[src/rtl/ahb_master_arbiter_if.sv]
// AHB-Lite manager-side bus bundle shared by ahb_master_arbiter and its subordinate.
interface ahb_master_arbiter_if #(
    parameter int unsigned ADDR_WIDTH = 32,
    parameter int unsigned DATA_WIDTH = 32
);
    logic [ADDR_WIDTH-1:0] HADDR;
    logic [1:0]            HTRANS;
    logic                  HWRITE;
    logic [2:0]            HSIZE;
    logic [2:0]            HBURST;
    logic [3:0]            HPROT;
    logic [DATA_WIDTH-1:0] HWDATA;
    logic [DATA_WIDTH-1:0] HRDATA;
    logic [1:0]            HRESP;
    logic                  HREADY;

    modport master (
        output HADDR, HTRANS, HWRITE, HSIZE, HBURST, HPROT, HWDATA,
        input  HRDATA, HRESP, HREADY
    );

    modport slave (
        input  HADDR, HTRANS, HWRITE, HSIZE, HBURST, HPROT, HWDATA,
        output HRDATA, HRESP, HREADY
    );
endinterface

[src/rtl/ahb_master_arbiter.sv]
// Two-requester AHB-Lite manager issuing single NONSEQ transfers.
// Define AHB_ARB_ROUND_ROBIN_EN for round-robin arbitration; default is fixed priority to requester 0.
module ahb_master_arbiter #(
    parameter int unsigned ADDR_WIDTH = 32,
    parameter int unsigned DATA_WIDTH = 32
) (
    input  logic                  HCLK,
    input  logic                  HRESETn,
    input  logic [1:0]            req,
    input  logic [ADDR_WIDTH-1:0] addr0,
    input  logic [ADDR_WIDTH-1:0] addr1,
    input  logic                  write0,
    input  logic                  write1,
    input  logic [2:0]            size0,
    input  logic [2:0]            size1,
    input  logic [DATA_WIDTH-1:0] wdata0,
    input  logic [DATA_WIDTH-1:0] wdata1,
    output logic [1:0]            done,
    output logic [DATA_WIDTH-1:0] rdata,
    output logic                  err,
    ahb_master_arbiter_if.master  ahb
);
    localparam logic [1:0] TRANS_IDLE   = 2'b00;
    localparam logic [1:0] TRANS_NONSEQ = 2'b10;

    typedef enum logic [1:0] {S_IDLE, S_ADDR, S_DATA} state_t;

    typedef struct packed {
        logic [ADDR_WIDTH-1:0] addr;
        logic                  write;
        logic [2:0]            size;
        logic [DATA_WIDTH-1:0] wdata;
    } payload_t;

    state_t                state_q, state_d;
    payload_t              pl_q, pl_d;
    logic                  win_q, win_d;
    logic [1:0]            htrans_q, htrans_d;
    logic [DATA_WIDTH-1:0] hwdata_q, hwdata_d;
    logic [1:0]            done_q, done_d;
    logic [DATA_WIDTH-1:0] rdata_q, rdata_d;
    logic                  err_q, err_d;

    payload_t pay0_c, pay1_c;
    logic     grant_c;
    logic     win_c;
    logic     unused_hresp_c;

    assign pay0_c         = {addr0, write0, size0, wdata0};
    assign pay1_c         = {addr1, write1, size1, wdata1};
    assign unused_hresp_c = ahb.HRESP[1];

    // Arbitration is blocked while done is high so a held req is not reissued.
    assign grant_c = (state_q == S_IDLE) && (|req) && (done_q == 2'b00) && ahb.HREADY;

`ifdef AHB_ARB_ROUND_ROBIN_EN
    logic last_q, last_d;

    // Contention goes to whoever did not win last; a lone request always wins.
    assign win_c  = (&req) ? ~last_q : ~req[0];
    assign last_d = grant_c ? win_c : last_q;

    always_ff @(posedge HCLK) begin
        if (!HRESETn) begin
            last_q <= 1'b1;
        end else begin
            last_q <= last_d;
        end
    end
`else
    assign win_c = ~req[0];
`endif

    always_ff @(posedge HCLK) begin
        if (!HRESETn) begin
            state_q  <= S_IDLE;
            pl_q     <= '0;
            win_q    <= 1'b0;
            htrans_q <= TRANS_IDLE;
            hwdata_q <= '0;
            done_q   <= 2'b00;
            rdata_q  <= '0;
            err_q    <= 1'b0;
        end else begin
            state_q  <= state_d;
            pl_q     <= pl_d;
            win_q    <= win_d;
            htrans_q <= htrans_d;
            hwdata_q <= hwdata_d;
            done_q   <= done_d;
            rdata_q  <= rdata_d;
            err_q    <= err_d;
        end
    end

    always_comb begin
        state_d  = state_q;
        pl_d     = pl_q;
        win_d    = win_q;
        htrans_d = htrans_q;
        hwdata_d = hwdata_q;
        done_d   = 2'b00;
        rdata_d  = rdata_q;
        err_d    = err_q;
        case (state_q)
            S_IDLE: begin
                if (grant_c) begin
                    state_d  = S_ADDR;
                    win_d    = win_c;
                    pl_d     = win_c ? pay1_c : pay0_c;
                    htrans_d = TRANS_NONSEQ;
                end
            end
            S_ADDR: begin
                if (ahb.HREADY) begin
                    state_d  = S_DATA;
                    htrans_d = TRANS_IDLE;
                    hwdata_d = pl_q.write ? pl_q.wdata : '0;
                end
            end
            S_DATA: begin
                if (ahb.HREADY) begin
                    state_d  = S_IDLE;
                    hwdata_d = '0;
                    done_d   = win_q ? 2'b10 : 2'b01;
                    err_d    = ahb.HRESP[0];
                    if (!pl_q.write) begin
                        rdata_d = ahb.HRDATA;
                    end
                end
            end
            default: begin
                state_d  = S_IDLE;
                htrans_d = TRANS_IDLE;
            end
        endcase
    end

    assign ahb.HADDR  = pl_q.addr;
    assign ahb.HTRANS = htrans_q;
    assign ahb.HWRITE = pl_q.write;
    assign ahb.HSIZE  = pl_q.size;
    assign ahb.HBURST = 3'b000;
    assign ahb.HPROT  = 4'b0011;
    assign ahb.HWDATA = hwdata_q;
    assign done       = done_q;
    assign rdata      = rdata_q;
    assign err        = err_q;
endmodule

[src/flat_wrapper.sv]
// flat-port wrapper written by rule: the top's interface ports become plain ports
module ahb_master_arbiter_flat 
#(
    parameter int unsigned ADDR_WIDTH = 32,
    parameter int unsigned DATA_WIDTH = 32
)
  (HCLK, HRESETn, req, addr0, addr1, write0, write1, size0, size1, wdata0, wdata1, done, rdata, err, ahb_HADDR, ahb_HTRANS, ahb_HWRITE, ahb_HSIZE, ahb_HBURST, ahb_HPROT, ahb_HWDATA, ahb_HRDATA, ahb_HRESP, ahb_HREADY);
  ahb_master_arbiter_if #(.ADDR_WIDTH(ADDR_WIDTH), .DATA_WIDTH(DATA_WIDTH)) ahb_i ();
  input  logic HCLK;
  input  logic HRESETn;
  input  logic [1:0] req;
  input  logic [ADDR_WIDTH-1:0] addr0;
  input  logic [ADDR_WIDTH-1:0] addr1;
  input  logic write0;
  input  logic write1;
  input  logic [2:0] size0;
  input  logic [2:0] size1;
  input  logic [DATA_WIDTH-1:0] wdata0;
  input  logic [DATA_WIDTH-1:0] wdata1;
  output logic [1:0] done;
  output logic [DATA_WIDTH-1:0] rdata;
  output logic err;
  output wire logic [$bits(ahb_i.HADDR)-1:0] ahb_HADDR;
  output wire logic [$bits(ahb_i.HTRANS)-1:0] ahb_HTRANS;
  output wire logic [$bits(ahb_i.HWRITE)-1:0] ahb_HWRITE;
  output wire logic [$bits(ahb_i.HSIZE)-1:0] ahb_HSIZE;
  output wire logic [$bits(ahb_i.HBURST)-1:0] ahb_HBURST;
  output wire logic [$bits(ahb_i.HPROT)-1:0] ahb_HPROT;
  output wire logic [$bits(ahb_i.HWDATA)-1:0] ahb_HWDATA;
  input wire logic [$bits(ahb_i.HRDATA)-1:0] ahb_HRDATA;
  input wire logic [$bits(ahb_i.HRESP)-1:0] ahb_HRESP;
  input wire logic [$bits(ahb_i.HREADY)-1:0] ahb_HREADY;
  assign ahb_HADDR = ahb_i.HADDR;
  assign ahb_HTRANS = ahb_i.HTRANS;
  assign ahb_HWRITE = ahb_i.HWRITE;
  assign ahb_HSIZE = ahb_i.HSIZE;
  assign ahb_HBURST = ahb_i.HBURST;
  assign ahb_HPROT = ahb_i.HPROT;
  assign ahb_HWDATA = ahb_i.HWDATA;
  assign ahb_i.HRDATA = ahb_HRDATA;
  assign ahb_i.HRESP = ahb_HRESP;
  assign ahb_i.HREADY = ahb_HREADY;
  ahb_master_arbiter #(.ADDR_WIDTH(ADDR_WIDTH), .DATA_WIDTH(DATA_WIDTH)) u_core (.HCLK(HCLK), .HRESETn(HRESETn), .req(req), .addr0(addr0), .addr1(addr1), .write0(write0), .write1(write1), .size0(size0), .size1(size1), .wdata0(wdata0), .wdata1(wdata1), .done(done), .rdata(rdata), .err(err), .ahb(ahb_i));
endmodule
[config.mk]
export PLATFORM = sky130hd
export DESIGN_NAME = ahb_master_arbiter_flat
export DESIGN_NICKNAME = d
export VERILOG_FILES = /design/src/rtl/ahb_master_arbiter_if.sv /design/src/rtl/ahb_master_arbiter.sv /design/src/flat_wrapper.sv
export SDC_FILE = /design/constraint.sdc
export NUM_CORES = 1
export LEC_CHECK = 0
export CORE_ASPECT_RATIO = 2
export CORE_MARGIN = 2
export CORE_UTILIZATION = 45
export CTS_CLUSTER_SIZE = 14
export DETAILED_ROUTE_END_ITERATION = 6
export PLACE_DENSITY = 0.89
export SLEW_MARGIN = 25
export SYNTH_ARGS = -nofsm -noshare
export SYNTH_HDL_FRONTEND = slang
export SYNTH_SLANG_ARGS = --single-unit
export TNS_END_PERCENT = 20
[constraint.sdc]
create_clock -name HCLK -period 5.1 [get_ports HCLK]
set_input_delay 1.53 -clock HCLK [delete_from_list [all_inputs] [get_ports HCLK]]
set_output_delay 1.53 -clock HCLK [all_outputs]
set_load 0.02 [all_outputs]
==> results.md <==
- Status: completed
- Setup repair bufs after CTS: 0
- Worst-path fanout max: 70
- Part of the Yosys area used for sequential elements: 0.4500
- DR vias/cell: about 5.5
- Nets: around 1000
- Syn Inst Count: 674
- RSZ-0062 raised after global routing: no
- Post-synth ARST share: 0
- Max-cap viol count: 0
- Routed len/inst: 17.07 um
- CTS Buf Count: 17
- Final Max Tran Viols: 0
- Critical Path AT: ~3.6 ns
- Pre-Repair DR Iteration Count: 5
- Die W: a little under 90 um
- Core Area: between 10000 and 15000 um^2
- Yosys warns: 0
- Final setup viols: 0
- Syn-to-layout area delta: 49.76%
- Int Pwr: about 2200 uW
- Startpoint Class: input port
- Static Leak: about 0.0034 uW
- Commonest register cell after synthesis: dfxtp_1
- Placed inst area: ~8700 um^2
- Worst endpoint required time: 5.40 ns
- Share of power burned in registers: 0.404
- TritonCTS clock tree: yes
- Max_slew headroom: 0.3947
- Row cnt: 60
- Layout cell share with drive strength beyond 1: 0.05650
- Fmax achieved: 300.6 MHz
- Post-synth top cells: 139 x dfxtp_1, 101 x mux2i_1, 69 x a211oi_1, 69 x a21oi_1, 64 x nand2_1
- Fill count: 1034
- Global placer's final weighted congestion: approximately 0.8
- Num ports: between 200 and 300
- Detailed-route DRC error count: 0
- Area of the mapped netlist: between 6000 and 7000 um^2
- Vias in the first global route: 5633
- Yosys top cell by area: dfxtp_1
- Vias: roughly 5700
- Tmin final: around 3.3 ns
- Worst-case clock buffer depth: 2
- Hold-fix buffers at CTS: 0
- Clock Skew: 0.009955 ns
- CTS Root Cell: clkbuf_16
- Peak VDD IR: about 200 uV
- Clk pwr share: 0.424
- Flop2flop setup slack: between 2 and 3 ns
- Hold Path Origin: u_core.ahb.HWDATA[10]
- Reg clk slew, reported paths: ~0.06 ns
- Syn Area/Cell: approximately 9.2 um^2
- PostCTS Resize Cnt: 0
- GRT Total Usage: 0.2377
- Worst Setup SP: ahb_HREADY
- First-pass GRT wire length: roughly 28 mm
- Final period util: 0.6523
- Post-route antenna net violation count: 0
- Slew @ Worst Pin: 0.9080 ns
- Worst Hold Class: flop to flop
- Antenna violations before repair: 0
- TNS Setup: 0 ns
- Synth top area cells: dfxtp_1 45%, mux2i_1 16%, a211oi_1 8.4%
- Synth top area share: 0.4500
- Clock sinks: 139
- Switching share of power: 0.2541
- Die height: between 150 and 200 um
- Final instance area: about 9300 um^2
- I/O Buffers: ~280
- Gr ovfl total: 0
- Psw: 741.9 uW
- Top-count cell post-synth: dfxtp_1
- Clk Latency, worst-skew pair: approximately 0.41 ns
- Largest net degree at the start of global routing: 100
- Power per Cell Area: roughly 320 nW/um^2
- Die area: 14750 um^2
- Starting Density: 0.4601
- H-Tree Depth: 4
- CP Class: input port to flop
- Fin. Hold Viols: 0
- CP Capture Type: flop
- Initial drt markers: 264
- Reg2reg start: u_core.state_q[0]
- Synthesized flop and latch total: around 140
- N_diodes: 0
- Synth unique cells: 28
- Post-Route WL: between 15 and 20 mm
- EDFF count, synth: 0
- Post-DP HPWL: ~12 mm
- Comb power frac: 0.172
-- flip-flops by register name, indices dropped and copies added (netlist names), 2 cells and up --
register / flops
u_core.ahb.HADDR: 32
u_core.ahb.HSIZE: 3
u_core.ahb.HWDATA: 32
u_core.done: 2
u_core.pl_q: 32
u_core.rdata: 32
u_core.state_q: 2
-- final timing paths --
kind | end | depth (start not counted)
max reg2reg | u_core.ahb.HWDATA[3] | 5
min reg2reg | u_core.ahb.HWDATA[10] | 2
min | u_core.ahb.HWDATA[10] | 2
max | u_core.pl_q[17] | 5
-- per-layer routing --
layer / vias to the layer above / GRT usage / wire, um
li1: 2788 / - / -
met5: - / 0 / 0
met1: 2638 / 0.2465 / 6327
met3: 39 / 0.05788 / 1176
met2: 262 / 0.4315 / 9589
met4: 0 / 0.1168 / 660
-- power by group through the flow --
| stage | registers, uW | logic (uW) | clock network (uW) |
|---|---|---|---|
| 5_1_grt | 1180 | 542 | 1310 |
| 3_3_place_gp | 1200 | 496 | 0 |
| 2_1_floorplan | 1200 | 290 | 0 |
| 6_report | 1180 | 503 | 1240 |
| 4_1_cts | 1180 | 506 | 1260 |
| 3_5_place_dp | 1200 | 504 | 0 |
-- logic make-up (layout without fill, tap and decap cells) --
group	Yosys count	in the layout	synth area share
compound gates	175	175	0.1726
mux	102	102	0.1653
simple gates	141	141	0.1117
other cells	2	8	0.001215
flops	139	139	0.4500
buf+inv	115	320	0.09915
-- per-stage QoR --
| step | hold slack, ns | total power, uW | cells | utilization | worst slack [ns] |
|---|---|---|---|---|---|
| 2_1_floorplan | 0.4114 | 1490 | 680 | - | 2.354 |
| 3_3_place_gp | 0.4281 | 1694 | 1009 | 0.6447 | 1.470 |
| 3_5_place_dp | 0.4479 | 1705 | 1009 | 0.6447 | 1.461 |
| 4_1_cts | 0.4550 | 2947 | 1040 | 0.6891 | 1.845 |
| 5_1_grt | 0.4607 | 3034 | 1040 | 0.6891 | 1.688 |
| 6_report | 0.4558 | 2920 | 1040 | 0.6891 | 1.773 |
-- cell usage in the layout (no fill, tap or decap), types with 6 or more instances in the layout --
cell,instances
a21oi_1,69
nand3_1,32
nor2_1,6
clkbuf_16,17
buf_4,11
dfxtp_1,139
mux2i_1,101
nand4_1,32
o21ai_0,33
conb_1,8
a211oi_1,69
nand2_1,64
clkdlybuf4s50_1,275
-- layout make-up --
| class | count | area, um^2 | share of cell area |
|---|---|---|---|
| multi-input combinational | 426 | 2824 | 0.3050 |
| inverter | 2 | 7.507 | 0.0008107 |
| clock buffer | 18 | 429.2 | 0.04635 |
| clock inverter | 13 | 167.7 | 0.01811 |
| timing repair buffer | 287 | 2855 | 0.3083 |
| sequential | 139 | 2783 | 0.3005 |
| tap | 155 | 193.9 | 0.02094 |
-- worst max-delay path, cell delays in order --
cell and delay, ns:
clkdlybuf4s50_1 0.63, nor4b_4 0.27, buf_4 0.65, a21oi_1 0.16, a211oi_1 0.32
(Power assumes the default switching activity.)
